===== config.mk =====
export PLATFORM = sky130hd
export DESIGN_NAME = inverse_interpolate
export DESIGN_NICKNAME = d
export VERILOG_FILES = /design/src/rtl/inverse_interpolate.sv
export SDC_FILE = /design/constraint.sdc
export NUM_CORES = 1
export LEC_CHECK = 0
export BUFFER_PORTS_ARGS = -buffer_cell sky130_fd_sc_hd__buf_2
export CORE_ASPECT_RATIO = 1.25
export CORE_MARGIN = 4
export CORE_UTILIZATION = 35
export DETAILED_ROUTE_END_ITERATION = 6
export GPL_TIMING_DRIVEN = 0
export PLACE_DENSITY_LB_ADDON = 0.2
export SYNTH_ARGS = -nofsm -noshare
export SYNTH_HDL_FRONTEND = slang
export SYNTH_SLANG_ARGS = --single-unit

===== constraint.sdc =====
create_clock -name clk -period 16.01 [get_ports clk]
set_clock_uncertainty 0.15 [all_clocks]
set_input_delay 3.202 -clock clk [delete_from_list [all_inputs] [get_ports clk]]
set_output_delay 3.202 -clock clk [all_outputs]
set_load 0.02 [all_outputs]

===== src/rtl/inverse_interpolate.sv =====
`timescale 1ns/1ps
// inverse_interpolate: x = x0 + (y - y0) * (x1 - x0) / (y1 - y0) over one linear segment.
// Inputs are captured on start. SETUP classifies the request; the normal path
// goes through a registered multiply and a W-cycle restoring divide. The
// degenerate and clamp paths jump straight from SETUP to FIN.
module inverse_interpolate #(
    parameter int unsigned W = 14
) (
    input  logic         clk,
    input  logic         rst,
    input  logic         start,
    input  logic [W-1:0] y,
    input  logic [W-1:0] x0,
    input  logic [W-1:0] y0,
    input  logic [W-1:0] x1,
    input  logic [W-1:0] y1,
    output logic [W-1:0] x,
    output logic         done,
    output logic         busy,
    output logic         sat,
    output logic         err
);

    localparam int unsigned CW = $clog2(W) + 1;

    typedef enum logic [2:0] {StIdle, StSetup, StMul, StDiv, StFin} state_t;

    state_t         r_state;
    logic [W-1:0]   r_y, r_x0, r_y0, r_x1, r_y1;
    logic [W-1:0]   r_dx, r_dy, r_dyin;
    // High half holds the partial remainder; low half shifts dividend bits out
    // and quotient bits in.
    logic [2*W-1:0] r_num;
    logic [CW-1:0]  r_cnt;
    logic [W-1:0]   r_res;
    logic           r_pend_sat, r_pend_err;
    logic [W-1:0]   r_x;
    logic           r_done, r_busy, r_sat, r_err;

    logic           w_asc;
    logic [W-1:0]   w_dx, w_dy, w_dyin;
    logic           w_degen, w_beyond_y0, w_beyond_y1;
    logic [2*W-1:0] w_prod;
    logic [W:0]     w_trial, w_diff;
    logic           w_ge;
    logic [W-1:0]   w_rem_nx;
    logic [W-1:0]   w_quo_nx;

    // Segment classification and deltas from the captured operands.
    always_comb begin
        w_asc       = r_y1 > r_y0;
        w_dx        = r_x1 - r_x0;
        w_dy        = w_asc ? (r_y1 - r_y0) : (r_y0 - r_y1);
        w_dyin      = w_asc ? (r_y - r_y0) : (r_y0 - r_y);
        w_degen     = (r_y1 == r_y0) || (r_x1 < r_x0);
        w_beyond_y0 = w_asc ? (r_y < r_y0) : (r_y > r_y0);
        w_beyond_y1 = w_asc ? (r_y > r_y1) : (r_y < r_y1);
    end

    // Product and one restoring-division step.
    always_comb begin
        w_prod   = (2*W)'(r_dyin) * (2*W)'(r_dx);
        w_trial  = {r_num[2*W-1:W], r_num[W-1]};
        w_diff   = w_trial - {1'b0, r_dy};
        w_ge     = w_trial >= {1'b0, r_dy};
        // When the trial fails it is below dy, so its top bit is already zero.
        w_rem_nx = w_ge ? w_diff[W-1:0] : w_trial[W-1:0];
        w_quo_nx = {r_num[W-2:0], w_ge};
    end

    // Control FSM with datapath registers and registered outputs.
    always_ff @(posedge clk or posedge rst) begin
        if (rst) begin
            r_state    <= StIdle;
            r_y        <= '0;
            r_x0       <= '0;
            r_y0       <= '0;
            r_x1       <= '0;
            r_y1       <= '0;
            r_dx       <= '0;
            r_dy       <= '0;
            r_dyin     <= '0;
            r_num      <= '0;
            r_cnt      <= '0;
            r_res      <= '0;
            r_pend_sat <= 1'b0;
            r_pend_err <= 1'b0;
            r_x        <= '0;
            r_done     <= 1'b0;
            r_busy     <= 1'b0;
            r_sat      <= 1'b0;
            r_err      <= 1'b0;
        end else begin
            r_done <= 1'b0;
            case (r_state)
                StIdle: begin
                    if (start) begin
                        r_y     <= y;
                        r_x0    <= x0;
                        r_y0    <= y0;
                        r_x1    <= x1;
                        r_y1    <= y1;
                        r_busy  <= 1'b1;
                        r_state <= StSetup;
                    end
                end
                StSetup: begin
                    r_dx   <= w_dx;
                    r_dy   <= w_dy;
                    r_dyin <= w_dyin;
                    if (w_degen) begin
                        r_res      <= r_x0;
                        r_pend_err <= 1'b1;
                        r_pend_sat <= 1'b0;
                        r_state    <= StFin;
                    end else if (w_beyond_y0 || w_beyond_y1) begin
                        r_res      <= w_beyond_y0 ? r_x0 : r_x1;
                        r_pend_err <= 1'b0;
                        r_pend_sat <= 1'b1;
                        r_state    <= StFin;
                    end else begin
                        r_pend_err <= 1'b0;
                        r_pend_sat <= 1'b0;
                        r_state    <= StMul;
                    end
                end
                StMul: begin
                    r_num   <= w_prod;
                    r_cnt   <= '0;
                    r_state <= StDiv;
                end
                StDiv: begin
                    r_num <= {w_rem_nx, w_quo_nx};
                    r_cnt <= r_cnt + CW'(1);
                    if (r_cnt == CW'(W - 1)) begin
                        // Quotient never exceeds dx, so the sum stays within x1.
                        r_res   <= r_x0 + w_quo_nx;
                        r_state <= StFin;
                    end
                end
                StFin: begin
                    r_x     <= r_res;
                    r_sat   <= r_pend_sat;
                    r_err   <= r_pend_err;
                    r_done  <= 1'b1;
                    r_busy  <= 1'b0;
                    r_state <= StIdle;
                end
                default: r_state <= StIdle;
            endcase
        end
    end

    assign x    = r_x;
    assign done = r_done;
    assign busy = r_busy;
    assign sat  = r_sat;
    assign err  = r_err;

endmodule


==> impl_metrics.toml <==
[setup_path]
crit_required_ns = 16.24
worstSetupEndpointType = "register"
r2r_slack_ns = 7.82
reg2reg_depth = 20
path_max_fanout = 10
r2r_start = "r_dyin[7]"
path_class = "register to register"
critPathLaunchType = "register"
worstPathArrival_ns = 8.41
worstReg2RegEnd = "r_num[20]"

[clock_tree]
insertion_delay_ns = 0.46
clkSinkCount = 182
cts_max_path_buffers = 2
cts_max_level = 4
cts_buffers = 17
cts_tree = "done"
hold_buffers = 0
cts.clk_slew.worst_paths_ns = 0.08
cts_resized = 0
cts-root-buf = "clkbuf_16"
post_cts_buffers = 0

[synth]
synth_area_sq_mm = 0.01867
synthCells = 2110
ys_types = 84
seq_area_frac_synth = 0.2439
synth-edff-count = 0
yosysWarnings = 0
synth_ff_type = "dfrtp_1"
synth_nets = 2534
ys_ff_latch = 182
ys_async_sr_fraction = 1.000
synth_area_per_cell_sq_um = 8.850

[route]
via_count = 15220
drtIter0Drc = 888
viasPerCell = 5.236
drt_wl_total_um = 58940
drtPass1Iterations = 5
ant_nets = 0
wire_per_inst_um = 20.28
drc = 0

[cells_and_area]
regArea_sq_mm = 0.004554
drive_gt1_frac = 0.09360
area_delta_synth_final_pct = 10.63
nets = 2644
nFillCells = 5399
multi_input_area_sq_mm = 0.01276
design_area_sq_mm = 0.02066

[placed_design]
hpwl_um = 48850
pre_cts_ws_ns = 7.674
gp_congestion = 0.9069
placed_area_sq_mm = 0.02001
numPortBuffers = 90

[global_route]
grt_overflow_total = 0
antenna_found_initial = 2
grt_pass1_wl_um = 93290
grt_max_degree = 125
grt_pass1_vias = 15950
grt.total_usage = 0.2089

[min_path]
hp-class = "register to register"
worstHoldStart = "r_dy[9]"
hold_end = "r_dy[9]"
worstHoldPathCells = 2

[sta]
worst_pin_slew_ns = 1.030
finalHoldViolCount = 0
rsz0062_at_grt = "false"
setup_viol_count_final = 0
relSlewSlack = 0.3044
hold_ws_ns = 0.3320
drv_slew = 0
min_period_over_period = 0.5115
fin_setup_tns_ns = 0
setup_ws_ns = 7.821
fmax_mhz = 122.1
period_needed_ns = 8.189

[die]
dieArea_sq_mm = 0.05713
io_pins = 91
initial_core_util = 0.3544
die-width_um = 214.6
core_sq_mm = 0.05269
rows = 94
die_h_um = 266.2

[run]
maxCapViolCount = 0

[outcome]
status = "complete, no violations"
[worst max path at each step]
stage	to	depth (start not counted)	from
2_1_floorplan	busy	1	rst
3_3_place_gp	done	2	rst
3_5_place_dp	r_num[20]	20	r_dyin[7]
4_1_cts	r_num[20]	20	r_dyin[7]
5_1_grt	r_num[20]	20	r_dyin[7]
6_report	r_num[20]	20	r_dyin[7]
[routing by layer]
metal | up-vias | part of all wire | track usage
li1 | 7304 | - | -
met1 | 7479 | 0.42 | 0.2575
met2 | 345 | 0.50 | 0.3745
met3 | 88 | 0.034 | 0.02464
met4 | 0 | 0.039 | 0.08186
met5 | - | 0 | 0
[worst max-delay path: stages, from the launching register on]
cell	delay, ns
dfrtp_1	0.53
clkbuf_1	0.65
nand2_1	0.18
fa_1	0.60
fa_1	0.44
fa_1	0.55
inv_1	0.05
fa_1	0.48
fa_1	0.53
inv_1	0.07
fa_1	0.53
inv_1	0.05
ha_1	0.34
a41o_1	0.24
a221oi_1	0.63
o21ai_0	0.52
a2111oi_0	0.72
o31ai_1	0.22
xnor2_1	0.20
mux2_2	0.28
o21ai_0	0.13
[cells by family (layout without fill, tap and decap cells)]
kind of cell / after synthesis / count (layout) / share of synthesized area
simple gates: 630 / 630 / 0.1610
compound gates: 461 / 461 / 0.1569
buf+inv: 357 / 480 / 0.07324
fa+ha+maj: 351 / 351 / 0.2947
flops: 182 / 182 / 0.2439
mux: 70 / 70 / 0.04255
xor+xnor: 59 / 59 / 0.02767
other cells: 0 / 1 / 0
[final cells by class]
type                       count  share of cell area
multi-input combinational   1571              0.6175
sequential                   182              0.2205
inverter                     271             0.04985
tap                          672             0.04070
timing repair buffer          91             0.02314
clock buffer                  17             0.02059
buffer                        86             0.01672
clock inverter                15             0.01090
antenna                        1           0.0001211
[synth_stat cells (9+ instances only)]
master	instances	area, sq um
nor2b_1	20	125.1
and2_1	100	625.6
clkbuf_1	72	270.3
mux2_2	39	439.2
or3_1	10	62.56
and3_1	10	62.56
nand3_1	39	195.2
a21o_1	27	202.7
o211ai_1	10	75.07
nand2_1	281	1055
ha_1	203	2540
nor2_1	89	334.1
xnor2_1	36	315.3
xor2_1	23	201.4
a31oi_1	25	156.4
o21ai_0	170	850.8
o31ai_1	17	127.6
nand2b_1	10	62.56
mux2i_1	22	220.2
o21bai_1	9	67.56
mux2_4	9	135.1
inv_1	268	1006
fa_1	148	2963
nor3_1	21	105.1
a21oi_1	97	485.5
nand4_1	13	81.33
dfrtp_1	182	4554
o21a_1	13	97.59
[cells in the final DEF (no fill, tap or decap), types with 13 or more instances in the layout]
| cell | Yosys | routed |
|---|---|---|
| a21o_1 | 27 | 27 |
| fa_1 | 148 | 148 |
| xnor2_1 | 36 | 36 |
| mux2_2 | 39 | 39 |
| inv_1 | 268 | 267 |
| a21oi_1 | 97 | 97 |
| nor3_1 | 21 | 21 |
| o21a_1 | 13 | 13 |
| buf_2 | 6 | 96 |
| nor2b_1 | 20 | 20 |
| nand2_1 | 281 | 281 |
| o21ai_0 | 170 | 170 |
| dfrtp_1 | 182 | 182 |
| o31ai_1 | 17 | 17 |
| a31oi_1 | 25 | 25 |
| xor2_1 | 23 | 23 |
| ha_1 | 203 | 203 |
| and2_1 | 100 | 100 |
| mux2i_1 | 22 | 22 |
| clkbuf_16 | 0 | 17 |
| nand4_1 | 13 | 13 |
| nor2_1 | 89 | 89 |
| nand3_1 | 39 | 39 |
| clkbuf_1 | 72 | 72 |
[sequential cells by signal, summed over array words and instances, names as in the netlist]
| register | cells |
|---|---|
| r_state | 3 |
| sat | 1 |
| done | 1 |
| r_dyin | 14 |
| r_y1 | 14 |
| r_res | 14 |
| r_dx | 14 |
| r_pend_sat | 1 |
| r_pend_err | 1 |
| r_dy | 14 |
| busy | 1 |
| r_num | 28 |
| r_cnt | 5 |
| r_y0 | 14 |
| r_x1 | 14 |
| r_x0 | 14 |
| err | 1 |
| x | 14 |
| r_y | 14 |
[stage by stage]
| stage | std cells | utilization |
|---|---|---|
| 2_1_floorplan | 2110 | - |
| 3_3_place_gp | 2872 | 0.3789 |
| 3_5_place_dp | 2873 | 0.3797 |
| 4_1_cts | 2905 | 0.3920 |
| 5_1_grt | 2905 | 0.3920 |
| 6_report | 2906 | 0.3921 |
Power is not shown: default switching activity piles up to over one toggle a cycle in this logic, so the estimate is an artifact.
